[src/rtl/button_conditioner_pkg.sv]
// button_conditioner_pkg: debounce FSM state encoding shared by the conditioner
package button_conditioner_pkg;
  localparam logic [1:0] RELEASED    = 2'd0;
  localparam logic [1:0] PRESS_CNT   = 2'd1;
  localparam logic [1:0] HELD        = 2'd2;
  localparam logic [1:0] RELEASE_CNT = 2'd3;
endpackage

[src/rtl/button_conditioner_sync.sv]
// button_conditioner_sync: 2-flop synchronizer for asynchronous pin inputs
module button_conditioner_sync #(
  parameter int WIDTH = 1
) (
  input  logic             clk,
  input  logic [WIDTH-1:0] d_i,
  output logic [WIDTH-1:0] q_o
);
  logic [WIDTH-1:0] s1_q, s2_q;
  // Two-stage capture; left unreset so the stages flush from the pins during reset
  always_ff @(posedge clk) begin
    s1_q <= d_i;
    s2_q <= s1_q;
  end
  assign q_o = s2_q;
endmodule

[src/rtl/button_conditioner.sv]
// button_conditioner: synchronize, debounce and edge-detect mechanical inputs
module button_conditioner
  import button_conditioner_pkg::*;
#(
  parameter int WIDTH          = 1,
  parameter int SAMPLE_CNT_MAX = 2500,
  parameter int PULSE_CNT_MAX  = 200
) (
  input  logic             clk,
  input  logic             rst_n,
  input  logic [WIDTH-1:0] async_in,
  output logic [WIDTH-1:0] level,
  output logic [WIDTH-1:0] press_pulse,
  output logic [WIDTH-1:0] release_pulse
);
  localparam int TW = $clog2(SAMPLE_CNT_MAX);
  localparam int CW = $clog2(PULSE_CNT_MAX + 1);
  localparam logic [TW-1:0] TMAX = TW'(SAMPLE_CNT_MAX - 1);
  localparam logic [CW-1:0] PMAX = CW'(PULSE_CNT_MAX);
  logic [WIDTH-1:0] sync;
  logic [TW-1:0] t_q;
  logic tick;
  button_conditioner_sync #(.WIDTH(WIDTH)) u_sync (
    .clk(clk),
    .d_i(async_in),
    .q_o(sync)
  );
  assign tick = t_q == TMAX;
  // Free-running sample counter; tick marks the last count before wrap
  always_ff @(posedge clk or negedge rst_n) begin
    if (!rst_n) t_q <= '0;
    else        t_q <= tick ? '0 : t_q + 1'b1;
  end
  for (genvar g = 0; g < WIDTH; g++) begin : g_bit
    logic [1:0] st_q, st_d;
    logic [CW-1:0] c_q, c_d;
    logic s, done, lvl_q, prs_q, rel_q, prs_d, rel_d;
    assign s    = sync[g];
    assign done = c_q + 1'b1 == PMAX;
    // Debounce transitions, evaluated only on sample ticks
    always_comb begin
      st_d = st_q;
      c_d  = c_q;
      if (tick) begin
        case (st_q)
          RELEASED: begin
            st_d = s ? PRESS_CNT : RELEASED;
            c_d  = s ? CW'(1) : '0;
          end
          PRESS_CNT: begin
            st_d = !s ? RELEASED : done ? HELD : PRESS_CNT;
            c_d  = (!s || done) ? '0 : c_q + 1'b1;
          end
          HELD: begin
            st_d = s ? HELD : RELEASE_CNT;
            c_d  = s ? '0 : CW'(1);
          end
          default: begin
            st_d = s ? HELD : done ? RELEASED : RELEASE_CNT;
            c_d  = (s || done) ? '0 : c_q + 1'b1;
          end
        endcase
      end
    end
    assign prs_d = tick && st_q == PRESS_CNT && s && done;
    assign rel_d = tick && st_q == RELEASE_CNT && !s && done;
    // State, counter and registered outputs; level is high in HELD and RELEASE_CNT
    always_ff @(posedge clk or negedge rst_n) begin
      if (!rst_n) begin
        st_q  <= RELEASED;
        c_q   <= '0;
        lvl_q <= 1'b0;
        prs_q <= 1'b0;
        rel_q <= 1'b0;
      end else begin
        st_q  <= st_d;
        c_q   <= c_d;
        lvl_q <= st_d[1];
        prs_q <= prs_d;
        rel_q <= rel_d;
      end
    end
    assign level[g]         = lvl_q;
    assign press_pulse[g]   = prs_q;
    assign release_pulse[g] = rel_q;
  end
endmodule

[config.mk]
export PLATFORM = sky130hd
export DESIGN_NAME = button_conditioner
export DESIGN_NICKNAME = d
export VERILOG_FILES = /design/src/rtl/button_conditioner_pkg.sv /design/src/rtl/button_conditioner_sync.sv /design/src/rtl/button_conditioner.sv
export SDC_FILE = /design/constraint.sdc
export NUM_CORES = 1
export LEC_CHECK = 0
export ABC_AREA = 0
export CAP_MARGIN = 5
export CORE_MARGIN = 8
export CORE_UTILIZATION = 45
export CTS_CLUSTER_SIZE = 12
export DETAILED_ROUTE_END_ITERATION = 10
export GPL_TIMING_DRIVEN = 0
export SLEW_MARGIN = 20
export SYNTH_ARGS = -nofsm -noshare
export SYNTH_HDL_FRONTEND = slang
export SYNTH_HIERARCHICAL = 1
export SYNTH_SLANG_ARGS = --single-unit
[constraint.sdc]
create_clock -name clk -period 2.7 [get_ports clk]
set_clock_uncertainty 0.1 [all_clocks]
set_input_delay 0.54 -clock clk [delete_from_list [all_inputs] [get_ports clk]]
set_output_delay 0.54 -clock clk [all_outputs]
set_load 0.01 [all_outputs]
==> results.sh, run 1 <==
export IMPL_rsz0062_at_grt="no"
export IMPL_clk_latency_ps=310
export IMPL_syn_to_final_growth_pct=9.53
export IMPL_whs_ps=89.1
export IMPL_overflow=0
export IMPL_placementRows=19
export IMPL_maxCapViolCount=0
export IMPL_cts_buffer_depth=2
export IMPL_end_kind="flop"
export IMPL_p_seq_frac=0.662
export IMPL_post_cts_resized=0
export IMPL_drc=0
export IMPL_port_buffers=5
export IMPL_post_cts_buffers=0
export IMPL_drive_above_1_share=0.0846
export IMPL_rr_worst_depth=5
export IMPL_drtPass1Iterations=4
export IMPL_synthTopCellsByArea="dfrtp_1 48%, xnor2_1 7.0%, nand2_1 4.5%"
export IMPL_arrival_ps=2390
export IMPL_ys_types=36
export IMPL_p_int_w=0.000475
export IMPL_finalSetupViolations=0
export IMPL_pwr_share_clk=0.321
export IMPL_synth_area_sq_mm=0.00126
export IMPL_vias=861
export IMPL_start_util=0.465
export IMPL_dieHeight_um=68.9
export IMPL_min_delay_path_class="in2async"
export IMPL_utilization=0.509
export IMPL_syn_avg_cell_area_sq_um=10.4
export IMPL_wl_met3_um=49
export IMPL_hold_viol_final=0
export IMPL_nets=136
export IMPL_dieArea_sq_mm=0.00475
export IMPL_cts_sinks=26
export IMPL_final_cell_mix="24 x dfrtp_1, 15 x nand2_1, 12 x nor2_1, 10 x nand3_1, 10 x xnor2_1"
export IMPL_gp_congestion=0.759
export IMPL_ys_warn_count=6
export IMPL_grt_pass1_wl_um=4020
export IMPL_yosysSeqAreaShare=0.508
export IMPL_min_period_ps=2280
export IMPL_relSlewSlack=0.642
export IMPL_netlist_instances=121
export IMPL_route_met2_wl_um=977
export IMPL_synth_top_area_share=0.477
export IMPL_start_kind="flop"
export IMPL_top_layer_used="met4"
export IMPL_ys_ff_latch=26
export IMPL_die_width_um=68.9
export IMPL_core_sq_mm=0.00271
export IMPL_first_global_vias=914
export IMPL_wl_per_cell_um=13.7
export IMPL_antenna_found_initial=0
export IMPL_cts_buffers=3
export IMPL_crit_type="reg2reg"
export IMPL_routed_wl_um=2200
export IMPL_drt_iter0_drc=33
export IMPL_htreeDepth=1
export IMPL_dp_hpwl_um=1570
export IMPL_reg2reg_to="level"
export IMPL_outcome="finished, final reports clean"
export IMPL_reg2reg_from="g_bit[0].c_q[6]"
export IMPL_setup_tns_ps=0
export IMPL_grt_max_degree=25
export IMPL_clk_pin_slew_ps=130
export IMPL_switching_share=0.196
export IMPL_p_leak_nw=0.587
export IMPL_required_ps=2810
export IMPL_cp_max_fo=6
export IMPL_met1Wirelength_um=1160
export IMPL_synth_fp_nets=126
export IMPL_p_comb_frac=0.017
export IMPL_synth_largest_area_cell="dfrtp_1"
export IMPL_grtUsageTotal=0.110
export IMPL_drt_antenna_violating_nets=0
export IMPL_avgViaCountPerCell=5.35
export IMPL_fmax_ghz=0.438
export IMPL_cts_tree="done"
export IMPL_rrSetupSlack_ps=420
export IMPL_root_buffer="clkbuf_4"
export IMPL_final_common_cell="dfrtp_1"
export IMPL_powerDensity_mw_per_mm2=429
export IMPL_fin_crit_sh=0.846
export IMPL_hold_buffers=0
export IMPL_peakVddDrop_uv=334
export IMPL_drv_slew=0
export IMPL_worst_pin_slew_ps=536
export IMPL_n_antenna_cell=0
export IMPL_io_pins=6
export IMPL_p_switching_w=0.000116
[power groups by stage]
stage | sequential, W | combinational (W) | clock (W)
5_1_grt | 0.000392 | 0.0000124 | 0.000216
3_3_place_gp | 0.000399 | 0.0000115 | 0
4_1_cts | 0.000392 | 0.0000118 | 0.000201
2_1_floorplan | 0.000399 | 0.00000133 | 0
3_5_place_dp | 0.000399 | 0.0000117 | 0
6_report | 0.000392 | 0.0000100 | 0.000190
[sequential cells by signal (all words and copies together) (netlist names)]
| register | count |
|---|---|
| t_q | 12 |
| g_bit.c_q | 8 |
| press_pulse | 1 |
| u_sync/s1_q | 1 |
| release_pulse | 1 |
| g_bit.st_q | 1 |
| level | 1 |
| u_sync/q_o | 1 |
[stage by stage]
stage / instance area [sq um] / std cells / total power, W / setup slack (ps)
after floorplan: 1260 / 121 / 0.000400 / 599
final: 1380 / 161 / 0.000591 / 416
after CTS: 1390 / 161 / 0.000604 / 390
after global routing: 1380 / 161 / 0.000620 / 278
after global placement: 1350 / 157 / 0.000411 / 455
after detailed placement: 1350 / 157 / 0.000411 / 411
[worst max-delay path by stage]
stage	from	to	slack (ps)	depth (start not counted)
4_1_cts	g_bit[0].c_q[6]	level	390	5
5_1_grt	g_bit[0].c_q[2]	level	280	5
6_report	g_bit[0].c_q[6]	level	420	5
3_5_place_dp	g_bit[0].c_q[6]	level	410	5
2_1_floorplan	g_bit[0].c_q[6]	level	600	5
3_3_place_gp	g_bit[0].c_q[3]	level	450	5
[per-layer routing]
metal	global-route usage	up-vias
met4	0.0301	0
met1	0.141	409
met3	0.0258	2
met5	0	-
met2	0.180	5
li1	-	445
[synthesized netlist by cell type, drive strengths merged]
master,count
dfrtp,24
nand2b,1
xnor2,10
clkbuf,2
ha,2
a21o,3
dfxtp,2
and2,1
or4b,1
nor3,2
a2111oi,1
nor2,12
nor2b,1
and3,4
xor2,3
a21oi,1
a32o,1
o21a,1
a211oi,3
a211o,1
o21ai,6
o31ai,1
nor3b,3
nor4b,1
nand2,15
mux2,2
nor4,1
or2,2
or3,1
mux2i,1
and4b,1
nand3,11
[critical path, cell delays in order, from the launching register on]
cell       delay [ps]
dfrtp_1           470
xnor2_1           170
or4b_4            530
a2111oi_4         420
nand3_2           170
mux2_4            320
[cell type report]
class | count | area (sq um)
buffer | 2 | 7.51
clock buffer | 4 | 36.3
fill | 250 | 1330
multi-input combinational | 93 | 612
sequential | 26 | 641
tap | 31 | 38.8
timing repair buffer | 5 | 45.0
[logic make-up after synthesis]
| logic type | Yosys count | synth area share |
|---|---|---|
| AO/OA/AOI/OAI | 18 | 0.112 |
| AND/OR/NAND/NOR | 57 | 0.234 |
| adder cells (fa/ha/maj) | 2 | 0.0199 |
| buffers and inverters | 2 | 0.00596 |
| flip-flops | 26 | 0.508 |
| multiplexers | 3 | 0.0288 |
| XOR/XNOR | 13 | 0.0904 |
(Power assumes the default switching activity.)
==> run 2, diff against run 1 <==
==> constraint.sdc (replaced) <==
create_clock -name clk -period 2.35 [get_ports clk]
set_clock_uncertainty 0.1 [all_clocks]
set_input_delay 0.47 -clock clk [delete_from_list [all_inputs] [get_ports clk]]
set_output_delay 0.47 -clock clk [all_outputs]
set_load 0.01 [all_outputs]
==> run 2 against run 1 <==
- maximum frequency is 0.16% lower
- power is 15% higher
- critical endpoint unchanged
- sequential power is 15% higher
- setup slack worse by 350 ps
- sequential cell count stayed put
- utilization is 1.8 points higher
- final cell count is 3.1% higher
==> results.sh, run 2 (synthesis gave the netlist of run 1 again) <==
export IMPL_cts_sinks=26
export IMPL_required_ps=2460
export IMPL_end_kind="flop"
export IMPL_regMostFlops="t_q"
export IMPL_final_cell_mix="20 x dfrtp_1, 15 x nand2_1, 12 x nor2_1, 10 x xnor2_1, 9 x nand3_1"
export IMPL_syn_to_final_growth_pct=13.3
export IMPL_crit_type="reg2reg"
export IMPL_cp_max_fo=4
export IMPL_cts_buffer_depth=2
export IMPL_hold_viol_final=0
export IMPL_p_leak_nw=0.607
export IMPL_fmax_ghz=0.437
export IMPL_largest_reg_flops=12
export IMPL_outcome="finished, final reports clean"
export IMPL_routed_wl_um=2290
export IMPL_maxCapViolCount=0
export IMPL_io_pins=6
export IMPL_drt_antenna_violating_nets=0
export IMPL_cts_buffers=3
export IMPL_use_met3=0.0258
export IMPL_overflow=0
export IMPL_nets=141
export IMPL_total_power_w=0.000680
export IMPL_use_met2=0.180
export IMPL_final_common_cell="dfrtp_1"
export IMPL_dieHeight_um=68.9
export IMPL_dieArea_sq_mm=0.00475
export IMPL_arrival_ps=2400
export IMPL_max_stage_delay_ps=530
export IMPL_worst_pin_slew_ps=549
export IMPL_relSlewSlack=0.634
export IMPL_core_sq_mm=0.00271
export IMPL_fin_crit_sh=0.973
export IMPL_dp_cells=157
export IMPL_peakVddDrop_uv=371
export IMPL_clk_pin_slew_ps=130
export IMPL_drc=0
export IMPL_placementRows=19
export IMPL_start_util=0.465
export IMPL_crit_path_cell_trace="xnor2_1, or4b_4, a2111oi_4, nand3_2, mux2_4"
export IMPL_htreeDepth=1
export IMPL_start_kind="flop"
export IMPL_grt_max_degree=25
export IMPL_min_delay_path_class="in2async"
export IMPL_powerDensity_mw_per_mm2=476
export IMPL_grtUsageTotal=0.110
export IMPL_dp_hpwl_um=1570
export IMPL_setup_tns_ps=0
export IMPL_vias=889
export IMPL_crit_slowest_cell="or4b_4"
export IMPL_first_global_vias=914
export IMPL_drv_slew=0
export IMPL_antenna_found_initial=0
export IMPL_root_buffer="clkbuf_4"
export IMPL_wl_per_cell_um=13.8
export IMPL_min_period_ps=2290
export IMPL_drt_iter0_drc=24
export IMPL_fill_cells=245
export IMPL_drive_above_1_share=0.156
export IMPL_avgViaCountPerCell=5.36
export IMPL_reg_top3="t_q x12, g_bit.c_q x8"
export IMPL_drtPass1Iterations=4
export IMPL_n_antenna_cell=0
export IMPL_busiest_layer="met2"
export IMPL_port_buffers=5
export IMPL_grt_pass1_wl_um=4020
export IMPL_cts_tree="done"
export IMPL_die_width_um=68.9
export IMPL_rr_worst_depth=5
export IMPL_finalSetupViolations=0
export IMPL_gp_congestion=0.759
export IMPL_met1_usage=0.141
export IMPL_stdcell_count=166
export IMPL_clk_latency_ps=310
-- run 2: per-stage QoR --
stage	util	cell area [sq um]	hold WS (ps)	setup WS, ps
3_3_place_gp	0.498	1350	213	105
2_1_floorplan	-	1260	74.4	249
3_5_place_dp	0.498	1350	213	61.2
6_report	0.527	1430	25.4	62.7
4_1_cts	0.511	1390	245	39.8
5_1_grt	0.527	1430	54.6	-9.06
-- run 2: final cells by class --
type	count	area [sq um]	share of cell area
Timing Repair Buffer	10	82.6	0.0578
Multi-Input combinational cell	93	617	0.432
Buffer	2	7.51	0.00526
Sequential cell	26	646	0.452
Clock buffer	4	36.3	0.0254
Tap cell	31	38.8	0.0272
-- run 2: path summary, 6_finish.rpt --
check,from,end,slack (ps)
max,g_bit[0].c_q[7],level,60
min,rst_n,g_bit[0].c_q[3],30
max reg2reg,g_bit[0].c_q[7],level,60
min reg2reg,u_sync/s1_q,u_sync/q_o,240
max in group asynchronous,rst_n,g_bit[0].c_q[2],1740
min in group clk,u_sync/s1_q,u_sync/q_o,240
-- run 2: per-layer routing --
metal | up-vias | part of all wire
met5 | - | 0
met4 | 0 | 0.0074
met3 | 2 | 0.020
met2 | 3 | 0.46
met1 | 429 | 0.52
li1 | 455 | -
-- run 2: critical path: cells and delay by family, from the launching register on --
family,cells,cell delay [ps]
AO/OA/AOI/OAI,1,480
flip-flops,1,450
XOR/XNOR,1,150
multiplexers,1,320
AND/OR/NAND/NOR,2,700
-- run 2: power breakdown --
| part | internal, W | switching, W | total (W) |
|---|---|---|---|
| registers | 0.000449 | 0.00000127 | 0.000450 |
| clock network | 0.0000945 | 0.000124 | 0.000218 |
| logic | 0.00000308 | 0.00000864 | 0.0000117 |
| total | 0.000546 | 0.000134 | 0.000680 |
-- run 2: repair_timing --
| item | 4_1_cts | 5_1_grt |
|---|---|---|
| hold buffers | 0 | 0 |
| resized for setup | 0 | 5 |
| endpoints found under the setup margin | 0 | 1 |
| buffers inserted | 0 | 5 |
